**src/rtl/bank64k_arbiter.sv**
```systemverilog
// Round-robin write/read arbiter sharing one bank64k between requesters I, D and C.
// Optional read-after-write collision stall: define BANK64K_ARB_COLL_STALL_EN.
module bank64k_arbiter #(
    parameter int a     = 10,
    parameter int RDLAT = 1
) (
    input  logic           clk,
    input  logic           rst,
    input  logic [2:0]     wreq,
    input  logic [3*a-1:0] waddr,
    output logic [2:0]     wgnt,
    input  logic [2:0]     rreq,
    input  logic [3*a-1:0] raddr,
    output logic [2:0]     rgnt,
    output logic [2:0]     rvalid,
    output logic           bank_wr_en,
    output logic [a-1:0]   bank_wr_addr,
    output logic [1:0]     bank_wr_muxcode,
    output logic           bank_rd_en,
    output logic [a-1:0]   bank_rd_addr
);

    logic [1:0]             wptr, rptr;
    logic [2:0]             wcand, rcand;
    logic [1:0]             widx, ridx;
    logic [a-1:0]           wsel_addr, rsel_addr;
    logic                   coll;
    logic [2:0]             rd_tag;
    logic [RDLAT:0][2:0]    tag_pipe;

    // Search starts at ptr and wraps modulo 3; first requesting slot wins.
    function automatic logic [2:0] rr_grant(input logic [2:0] req, input logic [1:0] ptr);
        logic [2:0] g;
        logic [1:0] k;
        g = 3'b000;
        k = ptr;
        for (int i = 0; i < 3; i++) begin
            if (g == 3'b000 && req[k])
                g[k] = 1'b1;
            k = (k == 2'd2) ? 2'd0 : k + 2'd1;
        end
        return g;
    endfunction

    function automatic logic [1:0] onehot_idx(input logic [2:0] g);
        return g[2] ? 2'd2 : (g[1] ? 2'd1 : 2'd0);
    endfunction

    function automatic logic [1:0] ptr_after(input logic [1:0] idx);
        return (idx == 2'd2) ? 2'd0 : idx + 2'd1;
    endfunction

    always_comb begin
        wcand     = rr_grant(wreq, wptr);
        rcand     = rr_grant(rreq, rptr);
        widx      = onehot_idx(wcand);
        ridx      = onehot_idx(rcand);
        wsel_addr = waddr[widx*a +: a];
        rsel_addr = raddr[ridx*a +: a];
        coll      = 1'b0;
`ifdef BANK64K_ARB_COLL_STALL_EN
        // Hold the read back one cycle so it observes the data being written.
        coll      = (|wcand) && (|rcand) && (rsel_addr == wsel_addr);
`endif
        wgnt      = rst ? 3'b000 : wcand;
        rgnt      = (rst || coll) ? 3'b000 : rcand;
    end

    always_ff @(posedge clk or posedge rst) begin
        if (rst) begin
            wptr            <= 2'd0;
            bank_wr_en      <= 1'b0;
            bank_wr_addr    <= '0;
            bank_wr_muxcode <= 2'd0;
        end else if (|wgnt) begin
            wptr            <= ptr_after(widx);
            bank_wr_en      <= 1'b1;
            bank_wr_addr    <= wsel_addr;
            bank_wr_muxcode <= widx;
        end else begin
            bank_wr_en      <= 1'b0;
        end
    end

    always_ff @(posedge clk or posedge rst) begin
        if (rst) begin
            rptr         <= 2'd0;
            bank_rd_en   <= 1'b0;
            bank_rd_addr <= '0;
        end else if (|rgnt) begin
            rptr         <= ptr_after(ridx);
            bank_rd_en   <= 1'b1;
            bank_rd_addr <= rsel_addr;
        end else begin
            bank_rd_en   <= 1'b0;
        end
    end

    // Tag travels alongside the registered rd_en, then RDLAT+1 stages to rvalid.
    always_ff @(posedge clk or posedge rst) begin
        if (rst) begin
            rd_tag   <= 3'b000;
            tag_pipe <= '0;
        end else begin
            rd_tag   <= rgnt;
            tag_pipe <= {tag_pipe[RDLAT-1:0], rd_tag};
        end
    end

    assign rvalid = tag_pipe[RDLAT];

endmodule

```
**config.mk**
```make
export PLATFORM = sky130hd
export DESIGN_NAME = bank64k_arbiter
export DESIGN_NICKNAME = d
export VERILOG_FILES = /design/src/rtl/bank64k_arbiter.sv
export SDC_FILE = /design/constraint.sdc
export NUM_CORES = 1
export LEC_CHECK = 0
export BUFFER_PORTS_ARGS = -buffer_cell sky130_fd_sc_hd__buf_2
export CORE_MARGIN = 2
export CORE_UTILIZATION = 46
export DETAILED_ROUTE_END_ITERATION = 12
export PLACE_DENSITY = 0.84
export SLEW_MARGIN = 5
export SYNTH_ARGS = -nofsm -noshare
export SYNTH_HDL_FRONTEND = slang
export SYNTH_SLANG_ARGS = --single-unit
```
**constraint.sdc**
```tcl
create_clock -name clk -period 3.08 [get_ports clk]
set_input_delay 0.154 -clock clk [delete_from_list [all_inputs] [get_ports clk]]
set_output_delay 0.154 -clock clk [all_outputs]
set_load 0.02 [all_outputs]
```
==> impl_metrics.tcl, run 1 <==
set metrics [dict create \
    regToRegSetupSlack_ns 1.39 \
    fin_ws_ns 0.9818 \
    hp-class "in2reg" \
    start_util_pct 49.34 \
    setup_tns_ns 0 \
    r2r_start "bank_wr_muxcode[0]$_DFFE_PP0P_" \
    whs_path_depth 2 \
    ctsHoldBuffers 1 \
    grt_overflow 0 \
    synth_xor_xnor_area_share_pct 0 \
    first_global_vias 1502 \
    grt_pass1_wl_mm 6.651 \
    yosys.cell_types.count 37 \
    async_flop_share_pct 100.0 \
    ys.flop_type "dfrtp_1" \
    synth_top_family_by_area "compound AO/OA/AOI/OAI gates" \
    worstMarginPinSlew_ns 0.6906 \
    nNetsFinal 325 \
    finalHoldViolations 0 \
    die_area_um2 4164 \
    syn_avg_cell_area_um2 10.60 \
    final_util_pct 65.60 \
    htreeDepth 2 \
    peakVddDrop_mv 0.3405 \
    crit_required_ns 2.93 \
    die_w_um 64.53 \
    drtAntennaViolNets 0 \
    seq_area_frac_synth_pct 53.45 \
    drv_slew 0 \
    place_area_um2 2166 \
    finalSetupViolations 0 \
    synth_top_area_share_pct 53.45 \
    pin_count 101 \
    insertion_delay_ns 0.34 \
    dp_hpwl_mm 3.289 \
    synthAdderAreaFrac_pct 0 \
    synthCells 159 \
    cts_setup_buffers 0 \
    cts-root-buf "clkbuf_4" \
    rsz0062_at_grt "false" \
    synth-edff-count 0 \
    yosys_warnings 0 \
    fmax_mhz 476.6 \
    fin_crit_sh_pct 68.12 \
    leakagePower_nw 1.144 \
    synth_nets 227 \
    syn2layout_area_growth_pct 32.96 \
    wl_mm 4.201 \
    numPlacedInstances 295 \
    fin_cells 303 \
    drc 0 \
    grt_start_max_net_pins 23 \
    clkTransAtPathRegs_ns 0.11 \
    ctsResizeCount 0 \
    worstHoldStart "waddr[14]" \
    synthTopCellsByArea "dfrtp_1 53%, a222oi_1 11%, a21oi_1 6.2%" \
    vias 1644 \
    fin_area_um2 2241 \
    core_um2 3416 \
    skew_ns 0.008225 \
    cts_tree "yes" \
    max_slew_margin_pct 53.79 \
    dp_worst_setup_slack_ns 1.359 \
    cts_buffer_depth 2 \
    cp.arrival_ns 1.94 \
    yosys.area_share.simple_pct 12.10 \
    portBuffers 100 \
    wl_per_cell_um 13.86 \
    synth_compound_area_share_pct 27.39 \
    synth_area_um2 1685 \
    n_antenna_cell 0 \
    via_per_inst 5.426 \
    globalRouteTotalUtil_pct 20.88 \
    cap_violations 0 \
    place_congestion 0.8637 \
    grt_antenna_before_repair 0 \
    r2r_end "bank_wr_addr[1]$_DFFE_PP0P_" \
    power_density_nw_per_um2 578.4 \
    cts_sinks 36 \
    cp-start-kind "flop" \
    ys_ff_latch 36 \
    min_to "bank_wr_addr[4]$_DFFE_PP0P_" \
    cp_max_fo 11 \
    die_h_um 64.53 \
    worst-r2r-cell-count 5 \
    firstDrtPassIters 6 \
    cts_inserted_buffers 5 \
    synthMuxAreaShare_pct 0 \
    yosysTopAreaCell "dfrtp_1" \
    status "complete, no violations" \
    rows 21 \
    min_period_ns 2.098 \
    cp-end-kind "output pin" \
    drive_above_1_share_pct 44.75 \
    critPathKind "reg2out" \
    drtIter0Drc 164 \
]
[cell usage after synthesis, types with 2 or more instances]
cell type and instances:
a21oi_1 21, o21ai_1 2, buf_2 2, inv_1 4, dfrtp_1 36, nand2_1 9
o2bb2ai_1 2, and3_1 2, and2_1 3, nand2b_1 2, nor2_1 23, a221oi_1 2
buf_4 5, a222oi_1 18, clkbuf_1 2, buf_6 4, nor2b_1 2
[kinds of logic (layout without fill, tap and decap cells)]
| kind of cell | count (synthesis) | in the layout |
|---|---|---|
| AOI/OAI and AO/OA | 60 | 60 |
| and+or+nand+nor | 45 | 45 |
| buffers and inverters | 18 | 116 |
| DFF | 36 | 36 |
[sequential cells by signal, indices dropped and copies added, names as in the netlist]
signal / cells
bank_wr_muxcode: 2
bank_wr_addr: 10
rptr: 2
rvalid: 3
rd_tag: 3
tag_pipe: 3
bank_wr_en: 1
bank_rd_en: 1
wptr: 1
bank_rd_addr: 10
[worst max-delay path, stage by stage, from the launching register on]
cell and delay (ns):
dfrtp_1 0.48, nand2_1 0.13, nand2_1 0.06, nor2_1 0.54, and2_1 0.23, buf_2 0.16
[layout make-up]
| class | count | area [um^2] |
|---|---|---|
| inverter | 5 | 18.77 |
| timing repair buffer | 104 | 533.0 |
| multi-input combinational | 105 | 665.6 |
| sequential | 36 | 900.9 |
| tap | 46 | 57.56 |
| fill | 317 | 1175 |
| clock buffer | 7 | 65.06 |
[report_power, final]
| group | switching, W | internal [W] | leakage [nW] | total, W |
|---|---|---|---|---|
| clock network | 0.000146 | 0.000129 | 0.0374 | 0.000276 |
| registers | 0.0000467 | 0.000549 | 0.432 | 0.000596 |
| logic | 0.000255 | 0.000169 | 0.674 | 0.000424 |
| total | 0.000448 | 0.000848 | 1.14 | 0.00130 |
[layer usage]
layer / wire length [um] / track usage [%] / part of all wire, %
met1: 1757 / 26.06 / 42
met2: 2034 / 33.07 / 48
met3: 376 / 6.944 / 9.0
met4: 32 / 9.309 / 0.76
met5: 0 / 0 / 0
[worst max-delay path by stage]
stage               depth (start not counted)       to  slack, ns                           start
floorplan                                   3  wgnt[0]       1.38                             rst
global placement                            5  wgnt[2]       1.38  bank_wr_muxcode[0]$_DFFE_PP0P_
finish                                      5  wgnt[2]       0.98  bank_wr_muxcode[0]$_DFFE_PP0P_
CTS                                         6  rgnt[0]       0.97                             rst
global route                                5  wgnt[2]       0.83  bank_wr_muxcode[0]$_DFFE_PP0P_
detailed placement                          5  wgnt[2]       1.36  bank_wr_muxcode[0]$_DFFE_PP0P_
[layout by cell type (no fill, tap or decap)]
master         instances
buf_2                100
dfrtp_1               36
nor2_1                23
a21oi_1               21
a222oi_1              18
nand2_1                9
clkbuf_4               5
inv_1                  4
and2_1                 3
buf_4                  3
nand2b_1               2
nor2b_1                2
o21ai_1                2
and3_1                 2
a221oi_1               2
o2bb2ai_1              2
clkbuf_8               2
a211oi_1               1
or2_1                  1
inv_2                  1
o22a_1                 1
o221ai_2               1
and2b_1                1
and2_4                 1
a21o_1                 1
a21boi_0               1
nor3_1                 1
a31oi_1                1
o211ai_1               1
a32oi_1                1
o21ai_2                1
o211a_1                1
o21ai_0                1
o2111ai_1              1
o2111a_1               1
o21bai_2               1
o21bai_1               1
dlygate4sd3_1          1
[metrics by stage]
step	power [W]	hold slack [ns]
6_report	0.001296	0.02660
5_1_grt	0.001374	0.01058
4_1_cts	0.001306	0.01621
3_5_place_dp	0.001032	0.2106
3_3_place_gp	0.001020	0.2090
2_1_floorplan	0.0008897	0.2781
(Power assumes the default switching activity.)
==> run 2, diff against run 1 <==
--- a/config.mk
+++ b/config.mk
@@ -7,9 +7,9 @@
 export LEC_CHECK = 0
 export BUFFER_PORTS_ARGS = -buffer_cell sky130_fd_sc_hd__buf_2
 export CORE_MARGIN = 2
-export CORE_UTILIZATION = 46
+export CORE_UTILIZATION = 43
 export DETAILED_ROUTE_END_ITERATION = 12
-export PLACE_DENSITY = 0.84
+export PLACE_DENSITY = 0.8
 export SLEW_MARGIN = 5
 export SYNTH_ARGS = -nofsm -noshare
 export SYNTH_HDL_FRONTEND = slang
==> constraint.sdc (replaced) <==
create_clock -name clk -period 2.14 [get_ports clk]
set_input_delay 0.107 -clock clk [delete_from_list [all_inputs] [get_ports clk]]
set_output_delay 0.107 -clock clk [all_outputs]
set_load 0.02 [all_outputs]
==> impl_metrics.tcl, run 2 (synthesis results as in run 1) <==
set metrics [dict create \
    status "complete, no violations" \
    worstHoldStart "waddr[15]" \
    first_global_vias 1537 \
    die_w_um 66.61 \
    dp_hpwl_mm 3.206 \
    firstDrtPassIters 5 \
    cts-root-buf "clkbuf_8" \
    drive_above_1_share_pct 45.77 \
    min_to "bank_wr_addr[5]$_DFFE_PP0P_" \
    r2r_start "bank_wr_muxcode[0]$_DFFE_PP0P_" \
    nNetsFinal 327 \
    grt_pass1_wl_mm 6.727 \
    place_area_um2 2183 \
    drv_slew 0 \
    critPathKind "reg2out" \
    hp-class "in2reg" \
    clkTransAtPathRegs_ns 0.07 \
    globalRouteTotalUtil_pct 20.17 \
    fin_area_um2 2307 \
    min_period_ns 1.896 \
    fin_crit_sh_pct 88.60 \
    wl_mm 4.188 \
    final_util_pct 62.09 \
    leakagePower_nw 1.170 \
    drtIter0Drc 164 \
    cp.arrival_ns 1.79 \
    use_met2_pct 34.25 \
    cts_buffer_depth 2 \
    cts_inserted_buffers 5 \
    insertion_delay_ns 0.29 \
    worstMarginPinSlew_ns 0.5137 \
    grt_use_met3_pct 6.588 \
    worst-r2r-cell-count 5 \
    via_per_inst 5.396 \
    crit_required_ns 2.03 \
    fmax_mhz 527.4 \
    regToRegSetupSlack_ns 0.51 \
    power_density_nw_per_um2 893.6 \
    finalHoldViolations 0 \
    cp-end-kind "output pin" \
    syn2layout_area_growth_pct 36.90 \
    cts_setup_buffers 0 \
    die_h_um 66.61 \
    core_um2 3716 \
    grt_antenna_before_repair 0 \
    setup_tns_ns 0 \
    finalSetupViolations 0 \
    grt_overflow 0 \
    cp_max_fo 9 \
    top_regs "bank_rd_addr x10, bank_wr_addr x10" \
    met1_usage_pct 23.27 \
    drc 0 \
    max_slew_margin_pct 65.76 \
    die_area_um2 4436 \
    portBuffers 100 \
    r2r_end "bank_wr_addr[7]$_DFFE_PP0P_" \
    cts_tree "yes" \
    grt_busiest_layer "met2" \
    cts_sinks 36 \
    start_util_pct 45.35 \
    vias 1662 \
    cp-start-kind "flop" \
    rsz0062_at_grt "false" \
    wl_per_cell_um 13.60 \
    final_common_cell "buf_2" \
    htreeDepth 2 \
    n_antenna_cell 0 \
    pin_count 101 \
    cap_violations 0 \
    drtAntennaViolNets 0 \
    peakVddDrop_mv 0.6301 \
    whs_path_depth 2 \
    place_congestion 0.7782 \
    rows 22 \
    grt_start_max_net_pins 23 \
    skew_ns 0.002623 \
    final_cell_mix "100 x buf_2, 36 x dfrtp_1, 22 x nor2_1, 21 x a21oi_1, 18 x a222oi_1" \
]
run 2: worst max-delay path, stage by stage, from the launching register on:
cell and delay, ns:
dfrtp_1 0.39, and2b_1 0.20, o21ai_1 0.12, and3_1 0.38
and2_4 0.24, buf_2 0.17
run 2: report_power, final:
part | internal [W] | leakage [nW] | total [W] | switching (W)
registers | 0.000792 | 0.432 | 0.000860 | 0.0000687
clock network | 0.000344 | 0.0541 | 0.000586 | 0.000242
logic | 0.000246 | 0.683 | 0.000615 | 0.000369
total | 0.00138 | 1.17 | 0.00206 | 0.000680
run 2: per-stage QoR:
stage / instances / hold WS [ns] / worst slack (ns) / power, W
4_1_cts: 308 / 0.02294 / 0.1326 / 0.002086
6_report: 308 / 0.03404 / 0.2439 / 0.002062
2_1_floorplan: 159 / 0.2311 / 0.5361 / 0.001280
5_1_grt: 308 / 0.03252 / 0.1268 / 0.002193
3_3_place_gp: 299 / 0.1246 / 0.4637 / 0.001475
3_5_place_dp: 299 / 0.1332 / 0.4553 / 0.001487
run 2: layout make-up:
type | instances | area (um^2)
clock buffers | 5 | 68.82
clock inverters | 3 | 42.54
flip-flops and latches | 36 | 900.9
fillers | 328 | 1409
inverters | 5 | 18.77
repair buffers | 106 | 548.0
multi-input cells | 105 | 668.1
well taps | 48 | 60.06
run 2: worst max-delay path by stage:
stage                                    from       to  slack, ns  cells after the start
2_1_floorplan                             rst  wgnt[0]       0.54                      3
3_3_place_gp   bank_wr_muxcode[0]$_DFFE_PP0P_  wgnt[2]       0.46                      5
3_5_place_dp              wptr[0]$_DFFE_PP0P_  wgnt[2]       0.46                      5
4_1_cts        bank_wr_muxcode[0]$_DFFE_PP0P_  wgnt[2]       0.13                      5
5_1_grt                   wptr[0]$_DFFE_PP0P_  wgnt[1]       0.13                      5
6_report                  wptr[0]$_DFFE_PP0P_  wgnt[1]       0.24                      5
run 2: repair_timing:
item,in CTS,in global routing
setup endpoints to repair,0,1
resized for setup,0,1
hold buffers,1,0
hold endpoints to repair,3,0
run 2: per-layer routing:
metal,share of wire [%],vias up
met1,40,745
met4,2.1,0
met5,0,-
met3,11,10
li1,-,801
met2,47,106
==> run 3, diff against run 2 <==
--- a/config.mk
+++ b/config.mk
@@ -10,6 +10,7 @@
 export CORE_UTILIZATION = 43
 export DETAILED_ROUTE_END_ITERATION = 12
 export PLACE_DENSITY = 0.8
+export RECOVER_POWER = 25
 export SLEW_MARGIN = 5
 export SYNTH_ARGS = -nofsm -noshare
 export SYNTH_HDL_FRONTEND = slang
==> constraint.sdc (replaced) <==
create_clock -name clk -period 2.09 [get_ports clk]
set_input_delay 0.1045 -clock clk [delete_from_list [all_inputs] [get_ports clk]]
set_output_delay 0.1045 -clock clk [all_outputs]
set_load 0.02 [all_outputs]
==> impl_metrics.tcl, run 3 (synthesis results as in run 1) <==
set metrics [dict create \
    status "complete, no violations" \
    grt_antenna_before_repair 0 \
    place_congestion 0.8111 \
    peakVddDrop_mv 0.4280 \
    switching_share_pct 34.36 \
    via_per_inst 5.325 \
    core_um2 3716 \
    leakagePower_nw 1.157 \
    cts_sinks 36 \
    fillers 318 \
    drc 0 \
    min_to "bank_wr_addr[4]$_DFFE_PP0P_" \
    seqPwrFrac_pct 43.5 \
    place_area_um2 2183 \
    rows 22 \
    r2r_end "bank_wr_addr[1]$_DFFE_PP0P_" \
    cp_max_fo 9 \
    grt_start_max_net_pins 23 \
    setup_tns_ns 0 \
    p_sw_w 0.0006961 \
    regToRegSetupSlack_ns 0.42 \
    cpPeakStageDelay_ns 0.40 \
    grt_pass1_wl_mm 6.831 \
    finalSetupViolations 0 \
    cts_inserted_buffers 5 \
    vias 1640 \
    dp_hpwl_mm 3.254 \
    wl_mm 4.181 \
    insertion_delay_ns 0.29 \
    r2r_start "bank_wr_muxcode[0]$_DFFE_PP0P_" \
    cts_tree "yes" \
    p_comb_share_pct 30.9 \
    firstDrtPassIters 5 \
    fmax_mhz 527.5 \
    n_antenna_cell 0 \
    top_regs "bank_rd_addr x10, bank_wr_addr x10" \
    fin_area_um2 2283 \
    globalRouteTotalUtil_pct 20.62 \
    finalHoldViolations 0 \
    drive_above_1_share_pct 44.62 \
    clkTransAtPathRegs_ns 0.07 \
    first_global_vias 1548 \
    multi_input_area_um2 668.1 \
    hp-class "in2reg" \
    power_density_nw_per_um2 887.2 \
    die_area_um2 4436 \
    fin_crit_sh_pct 90.70 \
    critical_path.cell_chain "and2b_1, o21ai_1, and3_1, and2_4, buf_2" \
    max_slew_margin_pct 64.31 \
    grt_overflow 0 \
    cp-start-kind "flop" \
    critPathKind "reg2out" \
    p_int_w 0.001330 \
    wl_per_cell_um 13.57 \
    worstMarginPinSlew_ns 0.5354 \
    drtAntennaViolNets 0 \
    cp_slowest_cell "dfrtp_1" \
    portBuffers 100 \
    cts-root-buf "clkbuf_8" \
    drv_slew 0 \
    worst-r2r-cell-count 5 \
    pin_count 101 \
    htreeDepth 2 \
    skew_ns 0.002674 \
    die_h_um 66.61 \
    die_w_um 66.61 \
    crit_required_ns 1.99 \
    cap_violations 0 \
    start_util_pct 45.35 \
    cts_buffer_depth 2 \
    final_common_cell "buf_2" \
    final-seq-area_um2 900.9 \
    min_period_ns 1.896 \
    drtIter0Drc 81 \
    nNetsFinal 327 \
    cp.arrival_ns 1.79 \
    worstHoldStart "waddr[14]" \
    final_cell_mix "99 x buf_2, 36 x dfrtp_1, 22 x nor2_1, 21 x a21oi_1, 18 x a222oi_1" \
    whs_path_depth 2 \
    clkPwrFrac_pct 25.5 \
    numPlacedInstances 299 \
    rsz0062_at_grt "false" \
    syn2layout_area_growth_pct 35.49 \
    cp-end-kind "output pin" \
    fin_cells 308 \
]
-- run 3: cell types whose count changed in the layout (fill, tap and decap cells not counted) --
cell	previous run	this run
buf_2	100	99
buf_4	5	3
bufinv_16	1	0
clkbuf_1	0	3
clkbuf_8	5	6
clkinvlp_4	1	0
inv_6	0	1
-- run 3: critical path, delay by kind of cell (launching register included) --
kind | cells | cell delay, ns
buf+inv | 1 | 0.16
simple gates | 3 | 0.83
compound gates | 1 | 0.11
flops | 1 | 0.40
-- run 3: cell type report --
cell class / instances / share of cell area, %
repair buffers: 106 / 23.62
well taps: 48 / 2.630
multi-input cells: 105 / 29.26
flip-flops and latches: 36 / 39.45
clock inverters: 2 / 0.6027
inverters: 5 / 0.8219
clock buffers: 6 / 3.616
-- run 3: how the worst max path moves through the flow --
stage	startpoint	end	depth (start not counted)
2_1_floorplan	rst	wgnt[0]	3
3_3_place_gp	bank_wr_muxcode[0]$_DFFE_PP0P_	wgnt[2]	5
3_5_place_dp	bank_wr_muxcode[0]$_DFFE_PP0P_	wgnt[2]	5
4_1_cts	bank_wr_muxcode[0]$_DFFE_PP0P_	wgnt[2]	5
5_1_grt	rst	wgnt[2]	6
6_report	wptr[0]$_DFFE_PP0P_	wgnt[1]	5
-- run 3: per-layer routing --
metal | wire length, um | global-route usage [%] | share of wire [%] | up-vias
met3 | 436 | 6.419 | 10 | 4
li1 | - | - | - | 809
met1 | 1736 | 23.22 | 42 | 732
met4 | 36 | 6.122 | 0.86 | 0
met2 | 1971 | 37.13 | 47 | 95
met5 | 0 | 0 | 0 | -
-- run 3: power by group through the flow --
stage	sequential [W]	clock [W]	combinational [W]
2_1_floorplan	0.000990	0	0.000322
3_3_place_gp	0.000889	0	0.000621
3_5_place_dp	0.000891	0	0.000632
4_1_cts	0.000881	0.000540	0.000634
5_1_grt	0.000897	0.000571	0.000692
6_report	0.000882	0.000517	0.000627
-- run 3: what timing repair did --
item                                    in CTS  in global routing
hold buffers                                 1                  0
endpoints found under the setup margin       0                  1
endpoints found under the hold margin        3                  0
setup buffers                                0                  0
resized for setup                            0                  1
-- run 3: through the flow --
step                hold WS (ns)  setup slack [ns]  power, W  utilization, %
CTS                      0.03203           0.04436  0.002055           61.62
finish                   0.04379            0.1943  0.002026           61.45
global route             0.03573           0.06501  0.002160           61.45
floorplan                 0.2286            0.4911  0.001311               -
global placement          0.1235            0.4193  0.001510           58.75
detailed placement        0.1254            0.3643  0.001523           58.75
